<file path="src/rtl/decode_pkg.sv">
// Shared definitions for the instruction-decode stage: opcode values,
// the packed control bundle, the halt FSM state type and the decode table.
package decode_pkg;

  // Opcodes are held 32 bits wide so decode_op accepts any opcode width
  // up to 32 once the caller zero-extends it.
  localparam logic [31:0] OP_HALT = 32'b00000;
  localparam logic [31:0] OP_NOP  = 32'b00001;
  localparam logic [31:0] OP_ADDI = 32'b01000;
  localparam logic [31:0] OP_SUBI = 32'b01001;

  // Control bundle, MSB to LSB; the two LSBs are reserved and always zero.
  typedef struct packed {
    logic [1:0] regdst;
    logic       zext;
    logic       regwrt;
    logic [1:0] bsrc;
    logic       branch;
    logic [1:0] aluop;
    logic       alujmp;
    logic       invb;
    logic       inva;
    logic       memwrt;
    logic       immsrc;
    logic       asrc;
    logic       regsrc;
    logic       dump;
    logic [1:0] rsvd;
  } ctrl_t;

  localparam int unsigned CTRL_W = $bits(ctrl_t);

  typedef enum logic [1:0] {
    ST_RUN,
    ST_DRAIN,
    ST_HALTED
  } state_e;

  typedef struct packed {
    ctrl_t ctrl;
    logic  ill;
    logic  is_halt;
  } dec_t;

  function automatic dec_t decode_op(input logic [31:0] op);
    dec_t d;
    d = '0;
    case (op)
      OP_HALT: begin
        d.ctrl.dump = 1'b1;
        d.is_halt   = 1'b1;
      end
      OP_NOP: ;
      OP_ADDI: begin
        d.ctrl.regdst = 2'b01;
        d.ctrl.bsrc   = 2'b01;
        d.ctrl.regwrt = 1'b1;
      end
      OP_SUBI: begin
        d.ctrl.regdst = 2'b01;
        d.ctrl.bsrc   = 2'b01;
        d.ctrl.regwrt = 1'b1;
        d.ctrl.inva   = 1'b1;
      end
      default: d.ill = 1'b1;
    endcase
    return d;
  endfunction

endpackage

</file>
<file path="src/rtl/decode_skid.sv">
// Generic two-entry skid buffer (MAIN + SKID), FIFO ordered.
// Ports:
//   clk, rst      : clock, synchronous active-high reset
//   flush_i       : invalidate both entries (wins over push/pop)
//   push_i        : write push_data_i this cycle (caller qualifies with ready)
//   pop_i         : MAIN leaves this cycle (caller qualifies with valid)
//   main_valid_o  : MAIN holds an entry
//   main_data_o   : MAIN payload, drives the consumer
//   skid_valid_o  : SKID holds an entry (buffer full)
module decode_skid #(
  parameter int unsigned W = 8
) (
  input  logic         clk,
  input  logic         rst,
  input  logic         flush_i,
  input  logic         push_i,
  input  logic [W-1:0] push_data_i,
  input  logic         pop_i,
  output logic         main_valid_o,
  output logic [W-1:0] main_data_o,
  output logic         skid_valid_o
);

  logic         main_v_q, main_v_d;
  logic         skid_v_q, skid_v_d;
  logic [W-1:0] main_q, main_d;
  logic [W-1:0] skid_q, skid_d;

  always_comb begin
    main_v_d = main_v_q;
    skid_v_d = skid_v_q;
    main_d   = main_q;
    skid_d   = skid_q;
    if (flush_i) begin
      main_v_d = 1'b0;
      skid_v_d = 1'b0;
    end else if (!main_v_q || pop_i) begin
      // MAIN frees up: older SKID entry moves forward first to keep order.
      if (skid_v_q) begin
        main_v_d = 1'b1;
        main_d   = skid_q;
        skid_v_d = push_i;
        if (push_i) skid_d = push_data_i;
      end else begin
        main_v_d = push_i;
        if (push_i) main_d = push_data_i;
      end
    end else if (push_i) begin
      skid_v_d = 1'b1;
      skid_d   = push_data_i;
    end
  end

  always_ff @(posedge clk) begin
    if (rst) begin
      main_v_q <= 1'b0;
      skid_v_q <= 1'b0;
      main_q   <= '0;
      skid_q   <= '0;
    end else begin
      main_v_q <= main_v_d;
      skid_v_q <= skid_v_d;
      main_q   <= main_d;
      skid_q   <= skid_d;
    end
  end

  assign main_valid_o = main_v_q;
  assign main_data_o  = main_q;
  assign skid_valid_o = skid_v_q;

endmodule

</file>
<file path="src/rtl/decode_stage.sv">
// Registered instruction-decode stage: decodes at accept, buffers the
// result in a two-entry skid buffer and runs the halt FSM.
// Ports:
//   clk, rst            : clock, synchronous active-high reset
//   in_instr/in_valid   : instruction from fetch; in_ready accepts it
//   out_ready           : execute accepts
//   out_valid/out_instr : decoded instruction to execute
//   out_ctrl/out_ill    : control bundle and illegal-opcode flag
//   flush               : discard buffered entries and the same-cycle input
//   halted              : sticky, set once the halt instruction has left
module decode_stage
  import decode_pkg::*;
#(
  parameter int unsigned IW  = 16,
  parameter int unsigned OPW = 5
) (
  input  logic              clk,
  input  logic              rst,
  input  logic [IW-1:0]     in_instr,
  input  logic              in_valid,
  output logic              in_ready,
  input  logic              out_ready,
  output logic              out_valid,
  output logic [IW-1:0]     out_instr,
  output logic [CTRL_W-1:0] out_ctrl,
  output logic              out_ill,
  input  logic              flush,
  output logic              halted
);

  localparam int unsigned PW = IW + $bits(dec_t);

  state_e        state_q, state_d;
  logic [OPW-1:0] opcode;
  dec_t          in_dec;
  logic          accept, out_xfer;
  logic          main_valid, skid_valid;
  logic [PW-1:0] push_data, main_data;
  logic [IW-1:0] main_instr;
  dec_t          main_dec;

  assign opcode    = in_instr[IW-1 -: OPW];
  assign in_dec    = decode_op(32'(opcode));
  assign push_data = {in_instr, in_dec};

  // in_ready depends on registers only; flush drops a same-cycle input.
  assign in_ready  = !skid_valid && (state_q == ST_RUN);
  assign accept    = in_valid && in_ready && !flush;
  assign out_valid = main_valid && (state_q != ST_HALTED);
  assign out_xfer  = out_valid && out_ready;

  decode_skid #(.W(PW)) u_skid (
    .clk          (clk),
    .rst          (rst),
    .flush_i      (flush),
    .push_i       (accept),
    .push_data_i  (push_data),
    .pop_i        (out_xfer),
    .main_valid_o (main_valid),
    .main_data_o  (main_data),
    .skid_valid_o (skid_valid)
  );

  assign {main_instr, main_dec} = main_data;
  assign out_instr = main_instr;
  assign out_ctrl  = main_dec.ctrl;
  assign out_ill   = main_dec.ill;
  assign halted    = (state_q == ST_HALTED);

  always_comb begin
    state_d = state_q;
    if (flush) begin
      // A flushed halt was speculative; HALTED itself is never undone.
      if (state_q == ST_DRAIN) state_d = ST_RUN;
    end else begin
      case (state_q)
        ST_RUN:    if (accept && in_dec.is_halt) state_d = ST_DRAIN;
        ST_DRAIN:  if (out_xfer && main_dec.is_halt) state_d = ST_HALTED;
        ST_HALTED: state_d = ST_HALTED;
        default:   state_d = ST_RUN;
      endcase
    end
  end

  always_ff @(posedge clk) begin
    if (rst) state_q <= ST_RUN;
    else     state_q <= state_d;
  end

endmodule

</file>
<file path="config.mk">
export PLATFORM = sky130hd
export DESIGN_NAME = decode_stage
export DESIGN_NICKNAME = d
export VERILOG_FILES = /design/src/rtl/decode_pkg.sv /design/src/rtl/decode_skid.sv /design/src/rtl/decode_stage.sv
export SDC_FILE = /design/constraint.sdc
export NUM_CORES = 1
export LEC_CHECK = 0
export BUFFER_PORTS_ARGS = -buffer_cell sky130_fd_sc_hd__buf_4
export CAP_MARGIN = 20
export CELL_PAD_IN_SITES_DETAIL_PLACEMENT = 0
export CELL_PAD_IN_SITES_GLOBAL_PLACEMENT = 1
export CORE_MARGIN = 5
export CORE_UTILIZATION = 38
export CTS_CLUSTER_DIAMETER = 30
export CTS_CLUSTER_SIZE = 10
export DETAILED_ROUTE_END_ITERATION = 8
export GPL_TIMING_DRIVEN = 0
export PLACE_DENSITY = 0.79
export RECOVER_POWER = 100
export SETUP_SLACK_MARGIN = 0.4
export SLEW_MARGIN = 20
export SYNTH_ARGS = -nofsm -noshare
export SYNTH_HDL_FRONTEND = slang
export SYNTH_SLANG_ARGS = --single-unit
</file>
<file path="constraint.sdc">
create_clock -name clk -period 1.8 [get_ports clk]
set_input_delay 0.18 -clock clk [delete_from_list [all_inputs] [get_ports clk]]
set_output_delay 0.18 -clock clk [all_outputs]
set_load 0.02 [all_outputs]
</file>
==> results of run 1 <==
power by group through the flow:
stage	clock [W]	combinational, W	sequential, W
2_1_floorplan	0	0.000168	0.00109
3_3_place_gp	0	0.000330	0.00105
3_5_place_dp	0	0.000332	0.00105
4_1_cts	0.000767	0.000359	0.00103
5_1_grt	0.000814	0.000374	0.00103
6_report	0.000735	0.000343	0.00103
flip-flops by register name, summed over array words and instances (netlist names):
signal and count:
u_skid.main_data_o 20, u_skid.skid_valid_o 1, u_skid.main_valid_o 1, u_skid.skid_q 20, state_q 2
metrics by stage:
stage	power, W	utilization [%]
CTS	0.00216	54.8
global placement	0.00138	49.5
global route	0.00222	53.8
finish	0.00211	53.8
detailed placement	0.00139	49.5
floorplan	0.00126	-
final timing paths:
check / to / depth (start not counted) / startpoint / slack [ns]
hold / removal: u_skid.skid_q[25] / 3 / in_instr[4] / 0.12
setup / recovery: state_q[1] / 7 / state_q[1] / 0.15
setup reg to reg: state_q[1] / 7 / state_q[1] / 0.15
hold reg to reg: u_skid.skid_q[19] / 2 / u_skid.skid_q[19] / 0.46
routing by layer:
layer  GRT usage [%]  part of all wire, %
met1            18.6                   46
met4            5.35                  1.6
met2            23.1                   47
met5               0                    0
met3            4.16                  5.5
final cells by class:
| cell class | instances | area share, % |
|---|---|---|
| Timing Repair Buffer | 57 | 13.7 |
| Clock buffer | 6 | 2.61 |
| Clock inverter | 2 | 1.26 |
| Sequential cell | 44 | 31.6 |
| Multi-Input combinational cell | 149 | 39.0 |
| Buffer | 31 | 8.36 |
| Tap cell | 70 | 3.15 |
| Inverter | 2 | 0.360 |
tightest hold or removal path, delay by kind of cell:
kind                   cells  cell delay (ns)
buffers and inverters      1             0.08
AND/OR/NAND/NOR            1             0.07
multiplexers               1             0.05
logic make-up after synthesis:
logic type                 after synthesis  share of synthesized area (%)
adders and majority gates                3                           1.84
and+or+nand+nor                         63                           14.5
other                                    1                          0.184
buffers and inverters                   33                           10.1
DFF                                     44                           43.2
AOI/OAI and AO/OA                       32                           12.0
muxes                                   37                           18.2
cells in the final DEF, fill, tap and decap left out, drive strengths merged:
cell | netlist | layout
conb | 1 | 14
a311oi | 1 | 1
clkinv | 0 | 1
nand2 | 6 | 6
dfxtp | 44 | 44
nor2 | 40 | 40
buf | 25 | 53
a21oi | 3 | 3
clkbuf | 6 | 41
or4b | 1 | 1
a32o | 1 | 1
o21ai | 3 | 3
nand4b | 1 | 1
and3 | 1 | 1
a41o | 1 | 1
nor2b | 5 | 5
ha | 3 | 3
or3 | 1 | 1
nand2b | 3 | 3
nand4 | 1 | 1
bufinv | 0 | 1
nor4 | 1 | 1
or2 | 1 | 1
a211oi | 22 | 22
inv | 2 | 2
nor3 | 2 | 2
mux2i | 37 | 37
o21a | 1 | 1
timing repair:
action                     CTS  global route
pin swaps                    3             5
cloned                       3             1
hold buffers                 0             0
gates resized for setup     23            12
setup endpoints to repair   43            44
buffers inserted             9             1
==> metrics.yaml, run 1 <==
synth.distinct_cells: 34
antenna_cells: 0
ys_seq_elements: 44
dp_cells: 339
place_ws_ns: 0.179
synth_edf_count: 0
stdcell_area_um2: 2780
fp-row-count: 26
drtPass1Iterations: 4
die_h_um: 83.2
start_kind: "flop"
viasPerCell: 4.67
routed_wl_um: 4990
initialDrtViolationCount: 43
syn_inst: 213
relSlewSlack_pct: 61.6
syn_avg_cell_area_um2: 9.57
finalMaxSlewViolations: 0
dieArea_um2: 6930
setup_tns_ns: 0
yosysMostFrequentCell: "dfxtp_1"
peakVddDrop_v: 0.000504
grt_pass1_vias: 1604
power_density_nw_per_um2: 757
syn_to_final_growth_pct: 36.6
synth_top_flop_cell: "dfxtp_1"
setup_viol: 0
crit_family: "compound AO/OA/AOI/OAI gates"
hp-class: "in -> reg"
setup_ws_ns: 0.152
netSwitchingFraction_pct: 25.7
synthArstFlopShare_pct: 0
status: "finished, final reports clean"
p_comb_share_pct: 16.3
htreeDepth: 2
worstSkewPairLatency_ns: 0.29
clkTransAtPathRegs_ns: 0.08
port_buffers: 43
power_frac_clock_pct: 34.9
clock-sinks: 44
die_w_um: 83.2
cts_tree: "done"
gp_congestion: 0.762
track_usage_pct: 14.5
switching_power_w: 0.000542
fin_crit_sh_pct: 91.5
fin_nets: 314
grt_overflow: 0
finalHoldViolations: 0
cts_made_buffers: 5
drive_above_1_share_pct: 29.9
drc_errors: 0
critPathBufInv: 2
ant_nets: 0
path_class: "reg -> reg"
clockBufferDepth: 2
grt_max_degree: 14
antenna_found_initial: 0
multi_input_area_um2: 1080
critPathRequiredTime_ns: 1.99
initial_utilization_pct: 39.4
rsz0062_at_grt: "yes"
max_stage_delay_ns: 0.40
critPathMaxFanout: 3
seqPwrFrac_pct: 48.9
fillerInstances: 497
period_minus_slack_ns: 1.65
vias: 1686
endpoint_kind: "flop"
synth_top_cell_by_area: "dfxtp_1"
worstPathCellList: "inv_2 > buf_4 > ha_1 > nor2b_1 > a21oi_2 > o21ai_0 > a32o_1"
ff_latch_area_um2: 881
hpwl_um: 3360
intPower_w: 0.00157
maxCapViolations: 0
grt_first_pass_wirelength_um: 8090
holdWs_ns: 0.124
cpMaxStageDelayCell: "dfxtp_1"
synthTopCellsByArea: "dfxtp_1, mux2i_1, a211oi_1"
cts_root_buf: "clkbuf_8"
worstPathArrival_ns: 1.83
fmax_ghz: 0.607
p_leak_nw: 1.23
core_um2: 5170
io-pin-count: 60
synth_top_cell_area_share_pct: 43.2
synth_seq_area_share_pct: 43.2
wl_per_cell_um: 13.8
synthTopCellsByCount: "dfxtp_1, nor2_1, mux2i_1, a211oi_1, buf_4"
syn_area_um2: 2040
instances_no_fill: 361
max_slew.worst_pin.slew_ns: 0.575
finClkSkew_ns: 0.00547
place_area_um2: 2560
synth_warnings: 0
No activity file was read; power rests on OpenSTA's default activity.
==> run 2, diff against run 1 <==
Settings changed: GPL_TIMING_DRIVEN 0 to not set, SETUP_SLACK_MARGIN 0.4 to not set.
==> metrics.yaml, run 2 (synthesis gave the netlist of run 1 again) <==
status: "finished, final reports clean"
grt_max_degree: 40  # +26
die_w_um: 83.2  # unchanged
final_common_cell: "dfxtp_1"
cpMaxStageDelayCell: "dfxtp_1"
clockBufferDepth: 2  # unchanged
cts_made_buffers: 5  # unchanged
wl_met3_um: 271  # -2.2%
fillerInstances: 519  # +4.4%
ant_nets: 0  # unchanged
hp-class: "in -> reg"
holdWs_ns: 0.132  # +0.00809 ns
dieArea_um2: 6930  # unchanged
postCtsHoldBufs: 0  # unchanged
maxCapViolations: 0  # unchanged
start_kind: "flop"
drtPass1Iterations: 4  # unchanged
core_um2: 5170  # unchanged
dr_wl_met2_um: 2110  # -9.9%
peakVddDrop_v: 0.000418  # -17%
clkTransAtPathRegs_ns: 0.08  # about the same
critPathRequiredTime_ns: 1.96  # -0.03 ns
endpoint_kind: "flop"
drc_errors: 0  # unchanged
io-pin-count: 60  # unchanged
viasPerCell: 4.77  # +2.2%
initialDrtViolationCount: 53  # +23%
finalMaxSlewViolations: 0  # unchanged
period_minus_slack_ns: 1.73  # +0.0852 ns
path_class: "reg -> reg"
worstPathCellList: "inv_1 > ha_1 > nand2b_1 > a211oi_4 > buf_6 > buf_4 > clkbuf_16 > a311oi_1"
p_leak_nw: 1.08  # -12%
clock-sinks: 44  # unchanged
r2r_start: "state_q[0]"
fmax_ghz: 0.577  # -4.9%
gp_congestion: 0.753  # -1.2%
power_density_nw_per_um2: 774  # +2.2%
critPathMaxFanout: 19  # +16
setup_tns_ns: 0  # unchanged
track_usage_pct: 12.4  # -2.1 points
wl_per_cell_um: 13.9  # +0.74%
finalHoldViolations: 0  # unchanged
fin_nets: 284  # -9.6%
drt-met1-wl_um: 2190  # -4.6%
htreeDepth: 2  # unchanged
startpoint: "state_q[0]"
min_from: "in_instr[4]"
port_buffers: 45  # +4.7%
grt_first_pass_wirelength_um: 7180  # -11%
cts_tree: "done"
cts_root_buf: "clkbuf_8"
grt_overflow: 0  # unchanged
worstPathArrival_ns: 1.90  # +0.07 ns
antenna_found_initial: 0  # unchanged
antenna_cells: 0  # unchanged
worstSkewPairLatency_ns: 0.29  # about the same
fp-row-count: 26  # unchanged
initial_utilization_pct: 39.4  # unchanged
die_h_um: 83.2  # unchanged
routed_wl_um: 4610  # -7.6%
fin_crit_sh_pct: 96.3  # +4.7 points
max_stage_delay_ns: 0.33  # -0.07 ns
syn_to_final_growth_pct: 24.2
hpwl_um: 2960  # -12%
final_cell_mix: "dfxtp_1, nor2_1, mux2i_1, buf_4, clkbuf_1"
setup_viol: 0  # unchanged
vias: 1580  # -6.3%
grt_pass1_vias: 1493  # -6.9%
instances_no_fill: 331  # -8.3%
highest-signal-layer: "met4"
totalPowerFinal_w: 0.00196  # -7.1%
dp_cells: 317  # -6.5%
drive_above_1_share_pct: 19.9  # -10 points
finClkSkew_ns: 0.00522  # -0.000250 ns
run 2: power breakdown:
part	internal (W)	total (W)	switching, W
clock network	0.000313	0.000619	0.000306
registers	0.00101	0.00103	0.0000218
logic	0.000122	0.000309	0.000188
total	0.00144	0.00196	0.000515
run 2: per-layer routing:
layer  track usage, %  vias to the layer above
li1                 -                      801
met1             16.4                      735
met2             19.0                       40
met3             3.76                        4
met4             4.46                        0
met5                0                        -
run 2: area by class of cell:
class / count / area (um2) / area share (%)
Tap cell: 70 / 87.6 / 3.46
Inverter: 2 / 7.51 / 0.297
Multi-Input combinational cell: 149 / 1030 / 40.7
Sequential cell: 44 / 881 / 34.8
Clock buffer: 8 / 90.1 / 3.56
Timing Repair Buffer: 58 / 434 / 17.2
run 2: stage by stage:
step / instance area [um2] / worst slack (ns) / utilization [%]
6_report: 2530 / 0.0673 / 48.9
3_3_place_gp: 2400 / 0.128 / 46.4
5_1_grt: 2530 / -0.0118 / 48.9
4_1_cts: 2490 / 0.0678 / 48.1
3_5_place_dp: 2400 / 0.0865 / 46.4
2_1_floorplan: 2090 / 0.0356 / -
run 2: final timing paths:
kind                            cells past startpoint  slack, ns               endpoint
worst max register to register                      8       0.07  u_skid.main_data_o[9]
worst min register to register                      2       0.46      u_skid.skid_q[19]
worst min-delay path                                3       0.13      u_skid.skid_q[25]
worst max-delay path                                8       0.07  u_skid.main_data_o[9]
run 2: repair_timing:
action | in CTS | in global routing
hold endpoints to repair | 0 | 0
buffers inserted | 0 | 3
resized for setup | 0 | 6
setup endpoints to repair | 0 | 14
run 2: worst max-delay path: cells and delay by family, from the launching register on:
family                     cells  cell delay (ns)
buffers and inverters          4             0.52
adders and majority gates      1             0.21
and+or+nand+nor                1             0.20
DFF                            1             0.33
AOI/OAI and AO/OA              2             0.33
